### src/rtl/enigma_msg_ctrl.sv
// Byte-stream controller for an Enigma-style cipher engine.
// Loads the key into the engine, sends letters through it one byte at a time,
// and passes every other byte straight to the output.
module enigma_msg_ctrl #(
    parameter int unsigned SET_CYCLES = 2,
    parameter int unsigned TIMEOUT    = 64
) (
    input  logic        clk,
    input  logic        reset,
    input  logic        cfg_start,
    input  logic        dec_mode,
    output logic        cfg_busy,
    input  logic        in_valid,
    input  logic [7:0]  in_data,
    input  logic        in_last,
    output logic        in_ready,
    output logic        enc_set,
    output logic        enc_en,
    output logic        enc_dec,
    output logic        enc_valid,
    output logic [7:0]  enc_din,
    input  logic        enc_done,
    input  logic [7:0]  enc_dout,
    output logic        out_valid,
    output logic [7:0]  out_data,
    output logic        out_last,
    input  logic        out_ready,
    output logic        msg_done,
    output logic        err_timeout,
    output logic [15:0] char_count
);

    localparam int unsigned SET_W = 4;
    localparam int unsigned TO_W  = 8;

    typedef enum logic [2:0] {
        IDLE, SET, READY, ISSUE, WAIT, HOLD, ERR
    } state_t;

    state_t            state, state_next;
    logic [SET_W-1:0]  set_cnt;
    logic [TO_W-1:0]   wait_cnt;
    logic              cfg_accept;
    logic              in_fire;
    logic              is_letter;
    logic              set_last;
    logic              timed_out;

    // Next state and the decoded handshake/strobe outputs.
    // A load request in READY takes priority over a byte, so in_ready drops then.
    always_comb begin
        state_next = state;
        cfg_accept = 1'b0;
        in_ready   = 1'b0;
        enc_set    = 1'b0;
        enc_valid  = 1'b0;
        out_valid  = 1'b0;
        msg_done   = 1'b0;
        in_fire    = 1'b0;
        is_letter  = (in_data >= 8'h41) && (in_data <= 8'h5A);
        set_last   = (set_cnt == SET_W'(SET_CYCLES - 1));
        timed_out  = (wait_cnt == TO_W'(TIMEOUT - 1));

        if ((state == IDLE) || (state == READY) || (state == ERR)) begin
            cfg_accept = cfg_start;
        end

        case (state)
            IDLE: begin
                if (cfg_accept) state_next = SET;
            end
            SET: begin
                enc_set = 1'b1;
                if (set_last) state_next = READY;
            end
            READY: begin
                in_ready = !cfg_start;
                in_fire  = in_valid && !cfg_start;
                if (cfg_accept) begin
                    state_next = SET;
                end else if (in_fire) begin
                    state_next = is_letter ? ISSUE : HOLD;
                end
            end
            ISSUE: begin
                enc_valid  = 1'b1;
                state_next = WAIT;
            end
            WAIT: begin
                if (enc_done) begin
                    state_next = HOLD;
                end else if (timed_out) begin
                    state_next = ERR;
                end
            end
            HOLD: begin
                out_valid = 1'b1;
                if (out_ready) begin
                    msg_done   = out_last;
                    state_next = READY;
                end
            end
            ERR: begin
                if (cfg_accept) state_next = SET;
            end
            default: state_next = IDLE;
        endcase
    end

    // State, counters and registered datapath outputs.
    always_ff @(posedge clk) begin
        if (reset) begin
            state       <= IDLE;
            set_cnt     <= '0;
            wait_cnt    <= '0;
            cfg_busy    <= 1'b0;
            enc_en      <= 1'b0;
            enc_dec     <= 1'b0;
            enc_din     <= 8'h00;
            out_data    <= 8'h00;
            out_last    <= 1'b0;
            err_timeout <= 1'b0;
            char_count  <= 16'h0000;
        end else begin
            state    <= state_next;
            cfg_busy <= (state_next == SET);
            enc_en   <= (state_next != IDLE) && (state_next != ERR);

            if (cfg_accept) begin
                set_cnt     <= '0;
                enc_dec     <= dec_mode;
                char_count  <= 16'h0000;
                err_timeout <= 1'b0;
            end else if (state == SET) begin
                set_cnt <= set_cnt + SET_W'(1);
            end

            if (in_fire) begin
                out_last <= in_last;
                if (is_letter) begin
                    enc_din <= in_data;
                end else begin
                    out_data <= in_data;
                end
            end

            if (state == ISSUE) begin
                wait_cnt <= '0;
            end

            if (state == WAIT) begin
                if (enc_done) begin
                    out_data   <= enc_dout;
                    char_count <= char_count + 16'd1;
                end else begin
                    wait_cnt <= wait_cnt + TO_W'(1);
                    if (timed_out) err_timeout <= 1'b1;
                end
            end
        end
    end

endmodule
### config.mk
export PLATFORM = sky130hd
export DESIGN_NAME = enigma_msg_ctrl
export DESIGN_NICKNAME = d
export VERILOG_FILES = /design/src/rtl/enigma_msg_ctrl.sv
export SDC_FILE = /design/constraint.sdc
export NUM_CORES = 1
export LEC_CHECK = 0
export BUFFER_PORTS_ARGS = -buffer_cell sky130_fd_sc_hd__clkbuf_2
export CORE_MARGIN = 2
export CORE_UTILIZATION = 58
export CTS_BUF_LIST = sky130_fd_sc_hd__clkbuf_8
export CTS_CLUSTER_SIZE = 20
export DETAILED_ROUTE_END_ITERATION = 16
export GPL_ROUTABILITY_DRIVEN = 0
export PLACE_DENSITY = 0.95
export SLEW_MARGIN = 10
export SYNTH_ARGS = -nofsm -noshare
export SYNTH_HDL_FRONTEND = slang
export SYNTH_SLANG_ARGS = --single-unit
### constraint.sdc
create_clock -name clk -period 2.7 [get_ports clk]
set_input_delay 0.135 -clock clk [delete_from_list [all_inputs] [get_ports clk]]
set_output_delay 0.135 -clock clk [all_outputs]
set_load 0.03 [all_outputs]
==> results.py <==
metrics = {
    "run_status": {
        "status": "finished clean",
    },
    "die": {
        "die-area_mm2": 0.00481,
        "die_w_um": 69.4,
        "die-height_um": 69.4,
        "ports": 66,
        "fp-row-count": 23,
        "initial_utilization_pct": 61.1,
        "core_area_mm2": 0.00406,
    },
    "clocking": {
        "clk_latency_ns": 0.31,
        "post_cts.repair.setup_buffers": 0,
        "number_of_clock_buffers_inserted_by_tritoncts": 5,
        "cts.sinks": 52,
        "cts.path.max_buffers": 2,
        "clock_tree.root_cell": "sky130_fd_sc_hd__clkbuf_8",
        "tritoncts": "built",
        "number_of_buffers_inserted_for_hold_repair_after_clock_tree_synthesis": 0,
        "clk_transition_reported_paths_ns": 0.10,
        "h-tree-depth": 2,
        "post_cts_resize_count": 0,
    },
    "hold_path": {
        "holdCritPathClass": "in -> reg",
        "hold_path_startpoint": "dec_mode",
        "min_delay_worst_endpoint": "enc_dec",
        "hold_path_depth": 3,
    },
    "synth": {
        "synth.yosys.seq_area_share_pct": 42.0,
        "synth.yosys.warnings": 0,
        "synth_area_leaders": "sky130_fd_sc_hd__dfxtp_1 42%, sky130_fd_sc_hd__nor2_1 6.5%, sky130_fd_sc_hd__mux2i_1 6.1%, sky130_fd_sc_hd__a21oi_1 3.8%, sky130_fd_sc_hd__a211oi_1 3.3%",
        "number_of_synthesized_flops_with_an_enable_pin": 0,
        "synthTopCellsByCount": "52 x sky130_fd_sc_hd__dfxtp_1, 43 x sky130_fd_sc_hd__nor2_1, 19 x sky130_fd_sc_hd__a21oi_1",
        "postSynthAreaPerCell_um2": 8.94,
        "synth.distinct_cells": 53,
        "post-synth-top-area-cell": "sky130_fd_sc_hd__dfxtp_1",
        "synth.ff_latch_count": 52,
        "synth_fp_nets": 305,
        "yosysTopAreaCellShare_pct": 42.0,
        "ys_dominant_reg_cell": "sky130_fd_sc_hd__dfxtp_1",
        "syn_inst": 277,
        "post_synth_instance_area_mm2": 0.00248,
        "synthArstFlopShare_pct": 0,
        "yosys.cell_count.top_type": "sky130_fd_sc_hd__dfxtp_1",
    },
    "job": {
        "maxCapViolCount": 0,
    },
    "cells_and_area": {
        "multi_input_comb_area_mm2": 0.00132,
        "areaGrowthSynthToFinish_pct": 16.9,
        "insertedDiodeCount": 0,
        "finish.utilization_pct": 71.4,
        "n_fill_cell": 316,
        "nets": 365,
        "share_of_cells_above_drive_strength_1_pct": 27.2,
        "layout.area.seq_mm2": 0.00104,
    },
    "setup_path": {
        "critPathLaunchType": "flop",
        "setup.worst_path.start": "state[2]",
        "criticalPathCategory": "reg -> reg",
        "cp.arrival_ns": 2.31,
        "worst_reg2reg_path_depth": 6,
        "timing.critical_path.fanout_max": 19,
        "cp_cell_sequence": "nand4bb_1 -> buf_4 -> nor2_1 -> nand3_1 -> or4_1 -> a21oi_1",
        "worst_setup_path_end_kind": "flop",
        "r2r_start": "state[2]",
        "ff2ff_setup_slack_ns": 0.63,
        "timing.critical_path.slowest_cell_delay_ns": 0.59,
        "crit-reg2reg-capture": "char_count[14]",
        "critical-path-slowest-cell": "sky130_fd_sc_hd__dfxtp_1",
        "cp.required_ns": 2.95,
    },
    "global_routing": {
        "grt_start_max_net_pins": 48,
        "grt_overflow": 0,
        "globalRouteTotalUtil_pct": 22.9,
        "global_route_wire_length_before_repair_mm": 9.18,
        "grt_antenna_before_repair": 0,
        "number_of_global_route_vias_before_repair": 2080,
    },
    "routing": {
        "dr.pass1.iters": 4,
        "drt_first_iter_violations": 122,
        "routedWlPerCell_um": 14.1,
        "vias": 2233,
        "antenna_violating_nets_post_route": 0,
        "remaining_drc_errors": 0,
        "routed_via_density": 5.76,
        "wl_mm": 5.48,
    },
    "timing": {
        "final_period_minus_worst_setup_slack_ns": 2.07,
        "fin_skew_ns": 0.00856,
        "min_period_over_period_pct": 76.5,
        "setup_viol_count_final": 0,
        "timing.max_slew.rel_slack_pct": 66.2,
        "final_max_slew_viol_count": 0,
        "grt_setup_unrepaired": "false",
        "hold_violations": 0,
        "slew_of_the_pin_with_the_lowest_slew_margin_ns": 0.506,
        "setup-tns-final_ns": 0,
        "max_clock_freq_ghz": 0.484,
    },
    "placed_design": {
        "port-buffer-count": 65,
        "dp_hpwl_mm": 3.99,
    },
    "pwr": {
        "total_power_uw": 1350,
        "ir_worst_vdd_mv": 0.401,
        "power_leakage_uw": 0.00112,
        "powerDensity_mw_per_mm2": 465,
    },
}
[placed cells by master, fill, tap and decap left out, types with 7 or more instances in the layout]
cell / netlist / layout
sky130_fd_sc_hd__nor3_1: 7 / 7
sky130_fd_sc_hd__nand3_1: 8 / 8
sky130_fd_sc_hd__nand2_1: 16 / 16
sky130_fd_sc_hd__a211oi_1: 11 / 11
sky130_fd_sc_hd__inv_1: 7 / 8
sky130_fd_sc_hd__a21oi_1: 19 / 19
sky130_fd_sc_hd__mux2i_1: 15 / 15
sky130_fd_sc_hd__clkbuf_2: 0 / 65
sky130_fd_sc_hd__dfxtp_1: 52 / 52
sky130_fd_sc_hd__or3_1: 7 / 7
sky130_fd_sc_hd__nor2_1: 43 / 43
[layout make-up]
type,instances,share of cell area [%]
Inverter,7,0.907
Clock inverter,3,0.691
Clock buffer,5,2.38
Timing Repair Buffer,69,12.3
Sequential cell,52,35.9
Multi-Input combinational cell,202,45.7
Tap cell,50,2.16
[critical path, delay by kind of cell, from the launching register on]
family                 cells  cell delay, ns
AOI/OAI and AO/OA          1            0.15
and+or+nand+nor            4            1.03
DFF                        1            0.59
buffers and inverters      1            0.24
[where the power goes]
| part | switching, uW | internal, uW |
|---|---|---|
| Clock | 256 | 181 |
| Combinational | 74.6 | 45.3 |
| Sequential | 13.7 | 777 |
[worst max path at each step]
stage                endpoint  depth (start not counted)
3_3_place_gp   char_count[11]                          5
6_report       char_count[14]                          6
2_1_floorplan      enc_din[0]                          5
4_1_cts        char_count[14]                          6
5_1_grt        char_count[14]                          6
3_5_place_dp   char_count[14]                          6
[metal layers]
| metal | vias up | global-route usage, % | wire [um] |
|---|---|---|---|
| met5 | - | 0 | 0 |
| met4 | 0 | 10.2 | 99 |
| met3 | 11 | 5.81 | 293 |
| met2 | 58 | 38.9 | 2700 |
| met1 | 1045 | 27.2 | 2390 |
| li1 | 1119 | - | - |
[cell families (layout without fill, tap and decap cells)]
family	count (synthesis)	after routing	synth area share, %
AOI/OAI and AO/OA	54	54	15.0
xor gates and xnor gates	6	6	2.12
adders and majority gates	4	4	2.02
buffers and inverters	23	84	4.60
DFF	52	52	42.0
muxes	16	16	6.51
and+or+nand+nor	122	122	27.7
[stage by stage]
stage | hold slack (ns) | cell area [um^2] | worst slack [ns] | std cells
detailed placement | 0.365 | 2810 | 0.693 | 380
floorplan | 0.271 | 2480 | 0.676 | 277
global route | 0.0485 | 2900 | 0.428 | 388
global placement | 0.370 | 2810 | 0.777 | 380
finish | 0.0405 | 2900 | 0.634 | 388
CTS | 0.0387 | 2900 | 0.664 | 388
[flip-flops by register name, summed over array words and instances, names as in the netlist]
register	flops
enc_din	8
char_count	16
set_cnt	4
state	3
out_data	8
enc_dec	1
cfg_busy	1
out_last	1
wait_cnt	8
err_timeout	1
enc_en	1
(Power assumes the default switching activity.)
